`config.mk`:
```
export PLATFORM = sky130hd
export DESIGN_NAME = capture_timer
export DESIGN_NICKNAME = d
export VERILOG_FILES = /design/src/rtl/capture_timer.sv
export SDC_FILE = /design/constraint.sdc
export NUM_CORES = 1
export LEC_CHECK = 0
export BUFFER_PORTS_ARGS = -buffer_cell sky130_fd_sc_hd__buf_2
export CAP_MARGIN = 20
export CORE_MARGIN = 2
export CORE_UTILIZATION = 45
export DETAILED_ROUTE_END_ITERATION = 6
export PLACE_DENSITY_LB_ADDON = 0.08
export SKIP_CTS_REPAIR_TIMING = 1
export SLEW_MARGIN = 10
export SYNTH_ARGS = -nofsm -noshare
export SYNTH_HDL_FRONTEND = slang
export SYNTH_SLANG_ARGS = --single-unit
```
`constraint.sdc`:
```
create_clock -name clk -period 2.5 [get_ports clk]
set_clock_uncertainty 0.05 [all_clocks]
set_input_delay 0.75 -clock clk [delete_from_list [all_inputs] [get_ports clk]]
set_output_delay 0.75 -clock clk [all_outputs]
set_load 0.005 [all_outputs]
```
`src/rtl/capture_timer.sv`:
```
// capture_timer: input-capture peripheral on the 16-bit I/O bus.
// A free-running tick counter (now) timestamps edges on capture_in; the
// timestamps are queued in a small FIFO that the CPU pops through DATA.
module capture_timer #(
    parameter int CLOCK_FREQUENCY  = 50_000_000,
    parameter int TICKS_PER_SECOND = 1000,
    parameter int FIFO_DEPTH       = 4
) (
    input  logic        clk,
    input  logic        rst_n,
    input  logic        en,
    input  logic        wr_en,
    input  logic [1:0]  addr,
    input  logic [15:0] data_in,
    output logic [15:0] data_out,
    input  logic        capture_in,
    output logic        irq
);

    localparam logic [23:0] PRESCALE = 24'(CLOCK_FREQUENCY / TICKS_PER_SECOND - 1);
    localparam int PW = $clog2(FIFO_DEPTH);
    localparam int LW = $clog2(FIFO_DEPTH) + 1;
    localparam logic [LW-1:0] DEPTH_L = LW'(FIFO_DEPTH);

    logic [23:0]   r_presc;
    logic [15:0]   r_now;
    logic          r_enable;
    logic          r_edge_sel;
    logic          r_ovf;
    logic          r_s1, r_s2, r_s3;
    logic          r_edge_q;
    logic [15:0]   r_mem [FIFO_DEPTH];
    logic [PW-1:0] r_wp;
    logic [PW-1:0] r_rp;
    logic [LW-1:0] r_level;
    logic          r_irq;

    logic          w_rd;
    logic          w_wr;
    logic          w_ctrl_wr;
    logic          w_now_wr;
    logic          w_flush;
    logic          w_ovf_clr;
    logic          w_tick;
    logic          w_edge;
    logic          w_empty;
    logic          w_full;
    logic          w_pop;
    logic          w_push;
    logic          w_drop;
    logic [LW-1:0] w_level_nxt;
    logic          w_ovf_nxt;

    // Bus decode, edge detect and FIFO bookkeeping for the coming edge.
    always_comb begin
        w_rd      = en & ~wr_en;
        w_wr      = en & wr_en;
        w_ctrl_wr = w_wr & (addr == 2'd1);
        w_now_wr  = w_wr & (addr == 2'd2);
        w_flush   = w_ctrl_wr & data_in[12];
        w_ovf_clr = w_ctrl_wr & data_in[13];
        w_tick    = r_enable & (r_presc == PRESCALE);
        w_edge    = r_enable & (r_edge_sel ? (~r_s2 & r_s3) : (r_s2 & ~r_s3));
        w_empty   = (r_level == '0);
        w_full    = (r_level == DEPTH_L);
        w_pop     = w_rd & (addr == 2'd0) & ~w_empty;
        // A pop frees the slot the push needs, so a full FIFO still accepts it.
        w_push    = r_edge_q & ~w_flush & (~w_full | w_pop);
        w_drop    = r_edge_q & ~w_flush & w_full & ~w_pop;

        w_level_nxt = r_level;
        if (w_flush) begin
            w_level_nxt = '0;
        end else if (w_push && !w_pop) begin
            w_level_nxt = r_level + LW'(1);
        end else if (w_pop && !w_push) begin
            w_level_nxt = r_level - LW'(1);
        end

        // A drop in the same cycle as a clear still leaves overflow set.
        w_ovf_nxt = (r_ovf & ~w_ovf_clr) | w_drop;
    end

    // Read mux; DATA returns 0 when nothing is queued.
    always_comb begin
        data_out = 16'h0000;
        case (addr)
            2'd0:    data_out = w_empty ? 16'h0000 : r_mem[r_rp];
            2'd1:    data_out = {r_enable, r_edge_sel, r_ovf, w_empty, 8'h00, 4'(r_level)};
            2'd2:    data_out = r_now;
            default: data_out = 16'h0000;
        endcase
    end

    // Prescaler and tick counter; a NOW write restarts the current tick.
    always_ff @(posedge clk) begin
        if (!rst_n) begin
            r_presc <= '0;
            r_now   <= '0;
        end else if (w_now_wr) begin
            r_presc <= '0;
            r_now   <= data_in;
        end else if (r_enable) begin
            if (w_tick) begin
                r_presc <= '0;
                r_now   <= r_now + 16'd1;
            end else begin
                r_presc <= r_presc + 24'd1;
            end
        end
    end

    // Pin synchronizer, history flop and registered edge pulse.
    always_ff @(posedge clk) begin
        if (!rst_n) begin
            r_s1     <= 1'b0;
            r_s2     <= 1'b0;
            r_s3     <= 1'b0;
            r_edge_q <= 1'b0;
        end else begin
            r_s1     <= capture_in;
            r_s2     <= r_s1;
            r_s3     <= r_s2;
            r_edge_q <= w_edge;
        end
    end

    // Control bits and sticky overflow.
    always_ff @(posedge clk) begin
        if (!rst_n) begin
            r_enable   <= 1'b0;
            r_edge_sel <= 1'b0;
            r_ovf      <= 1'b0;
        end else begin
            if (w_ctrl_wr) begin
                r_enable   <= data_in[15];
                r_edge_sel <= data_in[14];
            end
            r_ovf <= w_ovf_nxt;
        end
    end

    // FIFO pointers and occupancy.
    always_ff @(posedge clk) begin
        if (!rst_n) begin
            r_wp    <= '0;
            r_rp    <= '0;
            r_level <= '0;
        end else begin
            r_level <= w_level_nxt;
            if (w_flush) begin
                r_wp <= '0;
                r_rp <= '0;
            end else begin
                if (w_push) r_wp <= r_wp + PW'(1);
                if (w_pop)  r_rp <= r_rp + PW'(1);
            end
        end
    end

    // FIFO storage; contents are only visible through level, so no reset.
    always_ff @(posedge clk) begin
        if (w_push) r_mem[r_wp] <= r_now;
    end

    // Interrupt reflects the state being loaded at this edge.
    always_ff @(posedge clk) begin
        if (!rst_n) r_irq <= 1'b0;
        else        r_irq <= (w_level_nxt != '0) | w_ovf_nxt;
    end

    assign irq = r_irq;

endmodule

```
==> reports/qor.yml, run 1 <==
pwr:
  seqPwrFrac_pct: 43.9
  net-switching-power_uw: 995
  internal_power_mw: 3.84
  vdd_ir_drop_max_mv: 0.451
  leakage_nw: 2.46
  comb_power_share_pct: 2.5
  power.switching_fraction_pct: 20.6
  power_frac_clock_pct: 53.6
  p_per_area_nw_per_um2: 710
cells_and_area:
  insertedDiodeCount: 0
  layout.nets: 559
  flow.area_growth_from_synthesis_pct: 24.5
  multiInputGateArea_sq_um: 2290
  sequential_cell_area_sq_um: 3070
  final_area_sq_um: 6810
  fraction_of_final_layout_cells_sized_beyond_drive_strength_1_pct: 28.9
  layout.filler_cells: 1013
routing:
  detail_route.vias_per_cell: 5.49
  post_drt_wl_per_cell_um: 17.5
  wl_um: 12000
  first_pass_iters: 7
  wl_met3_um: 381
  number_of_antenna_violating_nets_in_the_routed_design: 0
  route.detailed.drc: 0
  topRoutingLayerUsed: "met4"
  m1WireLength_um: 5490
  vias: 3769
  met2_wirelength_from_detailed_routing_um: 6030
  detailedRoute.firstIterationViolations: 231
synthesis:
  yosysWarningCount: 0
  synth.yosys.seq_area_share_pct: 56.0
  syn-mean-instance-area_sq_um: 12.0
  synth_area_leader_cell: "sky130_fd_sc_hd__edfxtp_1"
  ys_seq_elements: 121
  asyncSetResetFlopFracSynth_pct: 0
  synth-edff-count: 64
  synth_flop_cell: "sky130_fd_sc_hd__edfxtp_1"
  ys_top_cells_by_area: "sky130_fd_sc_hd__edfxtp_1, sky130_fd_sc_hd__dfxtp_1, sky130_fd_sc_hd__mux4_2"
  post-synth-top-area-fraction_pct: 35.1
  post_synth_num_cell_types: 54
  syn-num-nets: 486
  synthesis.area_sq_um: 5470
  postSynthCellCount: 454
min_path:
  timing.hold.worst_endpoint: "r_s2$_SDFF_PN0_"
  worstHoldStart: "r_s1$_SDFF_PN0_"
  hold-path-cell-count: 1
  class_of_the_worst_hold_path: "register to register"
global_routing:
  initial_antenna_violation_count: 0
  globalRoute.totalOverflow: 0
  first_global_vias: 3651
  grtUsageTotal_pct: 19.5
  grt_start_max_net_pins: 23
  first_pass_grt_wire_length_um: 19000
floorplanning:
  die_w_um: 114
  floorplan.initialDensity_pct: 45.7
  floorplan.core_area_sq_um: 12000
  die_h_um: 114
  design.die.area_sq_um: 13100
  core.rowCount: 40
  ioPinCount: 40
sta:
  finalCritPeriodShare_pct: 111
  final-setup-viol-count: 16
  setup_repair_after_global_routing_missed_its_margin: "true"
  worstMarginPinSlew_ns: 0.464
  maxClockFrequency_mhz: 361
  maxSlewHeadroom_pct: 69.0
  final.setup.worst_slack_ns: -0.267
  number_of_pins_exceeding_their_max_slew_limit_in_the_final_report: 0
  timing.final.crit_period_ns: 2.77
  finalHoldViolCount: 0
  timing.setup.tns_ns: -2.75
setup_path:
  classification_of_the_worst_setup_path: "register to output pin"
  worstSetupStartpointType: "register"
  critPathMaxStageDelay_ns: 0.53
  kind_of_end_point_of_the_critical_path: "output pin"
  crit_path_max_fanout: 8
  critical_path_required_ns: 1.70
  cp.arrival_ns: 1.97
  cp_cell_sequence: "buf_12 > mux4_2 > a222oi_1 > inv_1 > buf_2"
  worst_path_max_delay_cell: "sky130_fd_sc_hd__mux4_2"
  worst-r2r-setup-slack_ns: 0.41
  rr_endpoint: "r_now[13]$_SDFFE_PN0P_"
  regToRegStartpoint: "r_presc[0]$_SDFFE_PP0P_"
  worst-r2r-cell-count: 7
clock_tree:
  insertion_delay_of_the_later_clocked_pin_in_the_worst_skew_pair_ns: 0.41
  cts_buffer_depth: 2
  htree_levels: 4
  clock-sinks: 121
  clock_tree.root_cell: "sky130_fd_sc_hd__clkbuf_16"
  cts_inserted_buffers: 17
  clk_transition_reported_paths_ns: 0.06
  cts_tree: "yes"
status:
  failed_checks: "setup timing"
  outcome: "complete, but fails checks"
placement:
  postPlaceCellArea_sq_um: 6110
  place.port_buffers: 39
  gp_weighted_congestion: 0.804
  dp.final_hpwl_um: 8200
job:
  max_cap_viol_count: 0
worst max-delay path, delay by kind of cell (launching register included):
| kind | cells | cell delay [ns] |
|---|---|---|
| AOI/OAI and AO/OA | 1 | 0.35 |
| buffers and inverters | 3 | 0.33 |
| DFF | 1 | 0.34 |
| muxes | 1 | 0.53 |
worst max path at each step:
stage	start	endpoint	slack, ns	cells past startpoint
floorplan	addr[1]	data_out[1]	0.02	5
global placement	addr[1]	data_out[8]	-0.16	7
detailed placement	addr[1]	data_out[5]	-0.19	7
CTS	r_level[0]$_SDFF_PN0_	data_out[14]	-0.36	8
global route	register	data_out[14]	-0.30	5
finish	register	data_out[14]	-0.27	5
cell type report:
class                   instances  share of cell area, %
multi-input cells             296                   33.6
clock inverters                13                   2.43
clock buffers                  19                   6.98
inverters                      15                  0.827
well taps                     147                   2.70
repair buffers                 76                   8.42
flip-flops and latches        121                   45.0
state kept, by name, summed over array words and instances, names as in the netlist, named ones only:
signal / cells
r_now: 16
r_mem: 64
r_level: 3
r_ovf: 1
r_edge_sel: 1
r_wp: 2
r_s1: 1
irq: 1
r_rp: 2
r_enable: 1
r_s3: 1
r_presc: 24
r_s2: 1
r_edge_q: 1
stage by stage:
stage | hold slack (ns) | util, % | instances | power, mW | setup WS, ns
floorplan | 0.362 | - | 454 | 2.21 | 0.0165
global placement | 0.366 | 51.1 | 654 | 2.28 | -0.158
detailed placement | 0.374 | 51.1 | 654 | 2.28 | -0.186
CTS | 0.387 | 56.5 | 686 | 4.87 | -0.362
global route | 0.407 | 56.9 | 687 | 4.96 | -0.300
finish | 0.384 | 56.9 | 687 | 4.84 | -0.267
power groups by stage:
stage	combinational (mW)	sequential [mW]	clock [mW]
5_1_grt	0.136	2.12	2.70
6_report	0.122	2.12	2.59
2_1_floorplan	0.0602	2.15	0
4_1_cts	0.122	2.12	2.63
3_3_place_gp	0.119	2.16	0
3_5_place_dp	0.121	2.16	0
cell families (layout without fill, tap and decap cells):
logic type | after synthesis | after routing | synth area share (%)
buffers and inverters | 37 | 123 | 3.07
AO/OA/AOI/OAI | 74 | 74 | 8.58
adder cells (fa/ha/maj) | 9 | 9 | 2.06
multiplexers | 19 | 19 | 7.23
flip-flops | 121 | 121 | 56.0
XOR/XNOR | 38 | 38 | 6.09
AND/OR/NAND/NOR | 156 | 156 | 17.0
cells in the mapped netlist, drive strengths merged (2+ instances only):
library cell	number
a211oi	3
a21boi	2
a21oi	28
a222oi	5
a22o	6
a22oi	3
a31oi	2
and2	12
and3	7
and4	4
and4b	2
buf	12
clkbuf	10
dfxtp	57
edfxtp	64
ha	9
inv	15
mux2i	2
mux4	16
nand2	25
nand2b	3
nand3	19
nand4	10
nor2	34
nor2b	4
nor3	8
nor4	18
nor4b	2
o21ai	21
or2	2
or3	3
xnor2	27
xor2	11
metal layers:
layer  GRT usage [%]  vias to the layer above
met5               0                        -
met4            8.78                        0
met3            3.97                       13
met2            32.5                       75
met1            24.6                     1840
li1                -                     1841
layout by cell type (no fill, tap or decap), types with 4 or more instances in the layout:
cell type / n
sky130_fd_sc_hd__a21oi_1: 28
sky130_fd_sc_hd__a222oi_1: 5
sky130_fd_sc_hd__a22o_1: 6
sky130_fd_sc_hd__and2_1: 7
sky130_fd_sc_hd__and2_2: 4
sky130_fd_sc_hd__and3_1: 7
sky130_fd_sc_hd__and4_1: 4
sky130_fd_sc_hd__buf_12: 8
sky130_fd_sc_hd__buf_2: 39
sky130_fd_sc_hd__buf_4: 29
sky130_fd_sc_hd__clkbuf_16: 19
sky130_fd_sc_hd__clkinv_4: 5
sky130_fd_sc_hd__dfxtp_1: 55
sky130_fd_sc_hd__edfxtp_1: 64
sky130_fd_sc_hd__ha_1: 8
sky130_fd_sc_hd__inv_1: 13
sky130_fd_sc_hd__mux4_2: 16
sky130_fd_sc_hd__nand2_1: 25
sky130_fd_sc_hd__nand3_1: 19
sky130_fd_sc_hd__nand4_1: 8
sky130_fd_sc_hd__nor2_1: 33
sky130_fd_sc_hd__nor3_1: 7
sky130_fd_sc_hd__nor4_1: 10
sky130_fd_sc_hd__nor4_2: 7
sky130_fd_sc_hd__o21ai_0: 18
sky130_fd_sc_hd__xnor2_1: 27
sky130_fd_sc_hd__xor2_1: 11
Note: power is estimated with default switching activity, not from simulation.
==> run 2: changes to the inputs <==
MAX_ROUTING_LAYER = met4   (was not set)
==> run 2 against run 1 <==
Against the previous run: the run still ends with setup timing left; first-iteration DRC count grew 10%; count of clock-buffer cells in the layout stayed put; sequential share of layout area stayed put; critical path type unchanged; largest power group unchanged.
==> reports/qor.yml, run 2 (synthesized netlist as in run 1, its figures left out) <==
min_path:
  worstHoldStart: "r_s1$_SDFF_PN0_"
  hold-path-cell-count: 1  # unchanged
  class_of_the_worst_hold_path: "register to register"
pwr:
  internal_power_mw: 3.84  # about the same
  leakage_nw: 2.46  # unchanged
  seqPwrFrac_pct: 43.8  # about the same
  net-switching-power_mw: 1.00  # +0.61%
  p_total_mw: 4.84  # +0.11%
  power.switching_fraction_pct: 20.7  # +0.10 points
  comb_power_share_pct: 2.5  # about the same
  vdd_ir_drop_max_mv: 0.451  # about the same
  power_frac_clock_pct: 53.6  # about the same
  p_per_area_nw_per_um2: 711  # +0.11%
job:
  max_cap_viol_count: 0  # unchanged
cells_and_area:
  insertedDiodeCount: 0  # unchanged
  final_area_sq_um: 6810  # unchanged
  registers.top_by_ff_count: "r_mem"
  layout_top_registers: "r_mem x64, r_presc x24, r_now x16"
  flow.area_growth_from_synthesis_pct: 24.5  # unchanged
  post_layout_cell_count: 687  # unchanged
  layout.filler_cells: 1013  # unchanged
  fraction_of_final_layout_cells_sized_beyond_drive_strength_1_pct: 28.9  # unchanged
  highest_count_cells_in_the_layout_ignoring_fill_and_taps: "sky130_fd_sc_hd__edfxtp_1, sky130_fd_sc_hd__dfxtp_1, sky130_fd_sc_hd__buf_2"
  layout.nets: 559  # unchanged
  largest_register_ffs: 64  # unchanged
  layout_commonest_cell: "sky130_fd_sc_hd__edfxtp_1"
status:
  outcome: "complete, but fails checks"
  failed_checks: "setup timing"
sta:
  worstMarginPinSlew_ns: 0.470  # +0.00566 ns
  maxSlewHeadroom_pct: 68.6  # -0.38 points
  number_of_pins_exceeding_their_max_slew_limit_in_the_final_report: 0  # unchanged
  setup_repair_after_global_routing_missed_its_margin: "true"
  maxClockFrequency_mhz: 365  # +1.0%
  timing.final.crit_period_ns: 2.74  # -0.0273 ns
  finalHoldViolCount: 0  # unchanged
  final.setup.worst_slack_ns: -0.240  # +0.0273 ns
  final-setup-viol-count: 16  # unchanged
  finalCritPeriodShare_pct: 110  # -1.1 points
  timing.setup.tns_ns: -2.72  # +0.0288 ns
routing:
  route.detailed.drc: 0  # unchanged
  post_drt_wl_per_cell_um: 17.7  # +0.68%
  number_of_antenna_violating_nets_in_the_routed_design: 0  # unchanged
  first_pass_iters: 5  # -2
  wl_um: 12100  # +0.68%
  detail_route.vias_per_cell: 5.48  # about the same
  detailedRoute.firstIterationViolations: 255  # +10%
  vias: 3766  # -0.080%
global_routing:
  initial_antenna_violation_count: 0  # unchanged
  grt_start_max_net_pins: 23  # unchanged
  grtUsageTotal_pct: 20.2  # +0.70 points
  globalRoute.totalOverflow: 0  # unchanged
  first_global_vias: 3641  # -0.27%
  first_pass_grt_wire_length_um: 19000  # +0.14%
clock_tree:
  cts_buffer_depth: 2  # unchanged
  htree_levels: 4  # unchanged
  clk_transition_reported_paths_ns: 0.06  # about the same
  cts_tree: "yes"
  cts_inserted_buffers: 17  # unchanged
  clock_tree.root_cell: "sky130_fd_sc_hd__clkbuf_16"
  insertion_delay_of_the_later_clocked_pin_in_the_worst_skew_pair_ns: 0.42  # about the same
  clock-sinks: 121  # unchanged
setup_path:
  crit_path_max_fanout: 8  # unchanged
  worst-r2r-setup-slack_ns: 0.40  # about the same
  cp_cell_sequence: "buf_12 > mux4_2 > a222oi_1 > inv_1 > buf_2"
  cp.arrival_ns: 1.94  # -0.03 ns
  kind_of_end_point_of_the_critical_path: "output pin"
  classification_of_the_worst_setup_path: "register to output pin"
  worst_path_max_delay_cell: "sky130_fd_sc_hd__mux4_2"
  critPathMaxStageDelay_ns: 0.53  # about the same
  worst-r2r-cell-count: 7  # unchanged
  worstSetupStartpointType: "register"
  critical_path_required_ns: 1.70  # about the same
  regToRegStartpoint: "r_presc[0]$_SDFFE_PP0P_"
placement:
  dp.final_hpwl_um: 8200  # unchanged
  gp_weighted_congestion: 0.815  # +1.5%
  place.port_buffers: 39  # unchanged
  cells_after_dpl: 654  # unchanged
  postPlaceCellArea_sq_um: 6110  # unchanged
floorplanning:
  die_w_um: 114  # unchanged
  floorplan.core_area_sq_um: 12000  # unchanged
  floorplan.initialDensity_pct: 45.7  # unchanged
  ioPinCount: 40  # unchanged
  core.rowCount: 40  # unchanged
  design.die.area_sq_um: 13100  # unchanged
  die_h_um: 114  # unchanged
-- run 2: cell counts in the layout (fill, tap and decap cells not counted) --
Identical to the previous run, type by type.
-- run 2: path summary, 6_finish.rpt --
path | to
max | data_out[14]
min | r_s2$_SDFF_PN0_
max reg2reg | r_now[5]$_SDFFE_PN0P_
min reg2reg | r_s2$_SDFF_PN0_
-- run 2: power by group through the flow --
stage | Clock, mW | Sequential [mW] | Combinational [mW]
2_1_floorplan | 0 | 2.15 | 0.0602
4_1_cts | 2.63 | 2.12 | 0.122
6_report | 2.60 | 2.12 | 0.122
5_1_grt | 2.71 | 2.12 | 0.136
3_3_place_gp | 0 | 2.16 | 0.119
3_5_place_dp | 0 | 2.16 | 0.121
-- run 2: layout make-up --
| type | count | area [sq um] | area share (%) |
|---|---|---|---|
| Clock inverter | 13 | 165 | 2.43 |
| Tap cell | 147 | 184 | 2.70 |
| Multi-Input combinational cell | 296 | 2290 | 33.6 |
| Inverter | 15 | 56.3 | 0.827 |
| Clock buffer | 19 | 475 | 6.98 |
| Sequential cell | 121 | 3070 | 45.0 |
| Timing Repair Buffer | 76 | 573 | 8.42 |
-- run 2: routing by layer --
metal | wire, um | track usage [%] | vias up | part of all wire [%]
li1 | - | - | 1839 | -
met1 | 5570 | 24.9 | 1853 | 46
met2 | 6000 | 32.3 | 59 | 50
met3 | 327 | 4.08 | 15 | 2.7
met4 | 225 | 9.02 | 0 | 1.9
met5 | 0 | - | - | 0
-- run 2: through the flow --
step / hold WS, ns / utilization (%) / setup slack, ns
finish: 0.384 / 56.9 / -0.240
global route: 0.407 / 56.9 / -0.303
CTS: 0.387 / 56.5 / -0.362
detailed placement: 0.374 / 51.1 / -0.186
global placement: 0.366 / 51.1 / -0.158
floorplan: 0.362 / - / 0.0165
-- run 2: critical path: cells and delay by family (launching register included) --
family                 cells  cell delay, ns
multiplexers               1            0.53
flip-flops                 1            0.34
buffers and inverters      3            0.33
AO/OA/AOI/OAI              1            0.33
==> run 3: changes to the inputs <==
CTS_BUF_LIST = sky130_fd_sc_hd__clkbuf_2 sky130_fd_sc_hd__clkbuf_4 sky130_fd_sc_hd__clkbuf_8   (was not set)
CTS_CLUSTER_DIAMETER = 50   (was not set)
HOLD_SLACK_MARGIN = 0.08   (was not set)
==> run 3 against run 2 <==
Against the previous run: the flow still finishes with violations (setup timing); cell count is the same; non-clock buffer count unchanged; clock power shrank 23%; combinational power is essentially flat; wire length shrank 1.2%; first-iteration DRC count grew 8.6%; design area fell by 2.7%; largest power group is now registers.
==> reports/qor.yml, run 3 (synthesized netlist as in run 1, its figures left out) <==
setup_path:
  critical_path_required_ns: 1.70  # about the same
  cp_cell_sequence: "buf_12 > mux4_2 > a222oi_1 > inv_1 > buf_2"
  critPathMaxStageDelay_ns: 0.53  # about the same
  kind_of_end_point_of_the_critical_path: "output pin"
  cp_num_buf_inv: 3  # unchanged
  worstSetupStartpointType: "register"
  cp.arrival_ns: 1.98  # +0.04 ns
  worst_path_max_delay_cell: "sky130_fd_sc_hd__mux4_2"
  classification_of_the_worst_setup_path: "register to output pin"
  worst_path_dominant_cell_family: "multiplexers"
  crit_path_max_fanout: 8  # unchanged
global_routing:
  initial_antenna_violation_count: 0  # unchanged
  globalRoute.totalOverflow: 0  # unchanged
  first_pass_grt_wire_length_um: 19000  # +0.11%
  first_global_vias: 3649  # +0.22%
  grtUsageTotal_pct: 20.0  # -0.14 points
  grt_start_max_net_pins: 23  # unchanged
pwr:
  vdd_ir_drop_max_mv: 0.372  # -17%
  net-switching-power_uw: 904  # -9.6%
  seqPwrFrac_pct: 49.9  # +6.1 points
  p_per_area_nw_per_um2: 641  # -9.9%
  comb_power_share_pct: 2.9  # +0.4 points
  power.switching_fraction_pct: 21.3  # +0.64 points
  power_frac_clock_pct: 47.2  # -6.4 points
  internal_power_mw: 3.34  # -13%
  leakage_nw: 2.38  # -3.4%
floorplanning:
  die_h_um: 114  # unchanged
  die_w_um: 114  # unchanged
  ioPinCount: 40  # unchanged
  floorplan.core_area_sq_um: 12000  # unchanged
  core.rowCount: 40  # unchanged
  design.die.area_sq_um: 13100  # unchanged
  floorplan.initialDensity_pct: 45.7  # unchanged
routing:
  wl_um: 12000  # -1.2%
  detailedRoute.firstIterationViolations: 277  # +8.6%
  first_pass_iters: 5  # unchanged
  detail_route.vias_per_cell: 5.46  # -0.32%
  route.detailed.drc: 0  # unchanged
  vias: 3754  # -0.32%
  post_drt_wl_per_cell_um: 17.4  # -1.2%
  number_of_antenna_violating_nets_in_the_routed_design: 0  # unchanged
sta:
  timing.final.crit_period_ns: 2.78  # +0.0426 ns
  maxClockFrequency_mhz: 359  # -1.5%
  whs_ns: 0.387  # +0.00285 ns
  finalCritPeriodShare_pct: 111  # +1.7 points
  worstMarginPinSlew_ns: 0.470  # -0.000319 ns
  number_of_pins_exceeding_their_max_slew_limit_in_the_final_report: 0  # unchanged
  timing.setup.tns_ns: -3.28  # -0.558 ns
  final-setup-viol-count: 16  # unchanged
  maxSlewHeadroom_pct: 68.6  # about the same
  setup_repair_after_global_routing_missed_its_margin: "true"
  final.setup.worst_slack_ns: -0.282  # -0.0426 ns
  finalHoldViolCount: 0  # unchanged
placement:
  dp.final_hpwl_um: 8200  # unchanged
  place.port_buffers: 39  # unchanged
  gp_weighted_congestion: 0.815  # unchanged
  place_worst_setup_slack_ns: -0.186  # unchanged
cells_and_area:
  insertedDiodeCount: 0  # unchanged
  sequential_cell_area_sq_um: 3070  # about the same
  registers.top_by_ff_count: "r_mem"
  fraction_of_final_layout_cells_sized_beyond_drive_strength_1_pct: 28.9  # unchanged
  largest_register_ffs: 64  # unchanged
  highest_count_cells_in_the_layout_ignoring_fill_and_taps: "sky130_fd_sc_hd__edfxtp_1, sky130_fd_sc_hd__dfxtp_1, sky130_fd_sc_hd__buf_2"
  layout_top_registers: "r_mem x64, r_presc x24, r_now x16"
  flow.area_growth_from_synthesis_pct: 21.1
  final_core_util_pct: 55.4  # -1.5 points
  layout_commonest_cell: "sky130_fd_sc_hd__edfxtp_1"
  layout.filler_cells: 1045  # +3.2%
  layout.nets: 559  # unchanged
  multiInputGateArea_sq_um: 2280  # -0.22%
clock_tree:
  insertion_delay_of_the_later_clocked_pin_in_the_worst_skew_pair_ns: 0.44  # +0.02 ns
  cts_inserted_buffers: 17  # unchanged
  clock_tree.root_cell: "sky130_fd_sc_hd__clkbuf_8"
  clock-sinks: 121  # unchanged
  cts_tree: "yes"
  clk_transition_reported_paths_ns: 0.07  # about the same
  htree_levels: 4  # unchanged
  cts_buffer_depth: 2  # unchanged
status:
  outcome: "complete, but fails checks"
  failed_checks: "setup timing"
min_path:
  class_of_the_worst_hold_path: "register to register"
job:
  max_cap_viol_count: 0  # unchanged
[run 3: worst register-to-register path: stages, from the launching register on]
cell and delay (ns):
sky130_fd_sc_hd__dfxtp_1 0.37, sky130_fd_sc_hd__ha_1 0.18, sky130_fd_sc_hd__and3_1 0.34, sky130_fd_sc_hd__nand4_4 0.19
sky130_fd_sc_hd__buf_4 0.23, sky130_fd_sc_hd__nor4_1 0.40, sky130_fd_sc_hd__xnor2_1 0.17, sky130_fd_sc_hd__a21oi_1 0.08
[run 3: worst paths after layout]
path / startpoint / to / slack (ns) / cells after the start
worst max-delay path: register / data_out[14] / -0.28 / 5
worst min-delay path: r_s1$_SDFF_PN0_ / r_s2$_SDFF_PN0_ / 0.39 / 1
worst max register to register: r_presc[0]$_SDFFE_PP0P_ / r_now[6]$_SDFFE_PN0P_ / 0.38 / 7
worst min register to register: r_s1$_SDFF_PN0_ / r_s2$_SDFF_PN0_ / 0.39 / 1
[run 3: cell type report]
cell class	instances	share of cell area [%]
sequential	121	46.3
multi-input combinational	296	34.5
tap	147	2.78
inverter	15	0.850
clock inverter	15	3.40
clock buffer	17	3.53
timing repair buffer	76	8.65
[run 3: per-layer routing]
layer  vias to the layer above  part of all wire (%)  routed length [um]  track usage, %
met5                         -                     0                   0               -
met4                         0                   1.3                 150            6.26
met3                        14                   3.2                 381            5.40
met2                        67                    50                5980            32.3
met1                      1837                    46                5470            24.8
li1                       1836                     -                   -               -
[run 3: power by group through the flow]
stage	clock (mW)	sequential (mW)	combinational (mW)
final	2.00	2.12	0.122
after floorplan	0	2.15	0.0602
after global placement	0	2.16	0.119
after global routing	2.12	2.12	0.136
after CTS	2.04	2.12	0.122
after detailed placement	0	2.16	0.121
[run 3: per-stage QoR]
step / power, mW / instance area, sq um / cells
global placement: 2.28 / 6110 / 654
CTS: 4.28 / 6570 / 686
finish: 4.24 / 6620 / 687
floorplan: 2.21 / 5480 / 454
global route: 4.38 / 6620 / 687
detailed placement: 2.28 / 6110 / 654
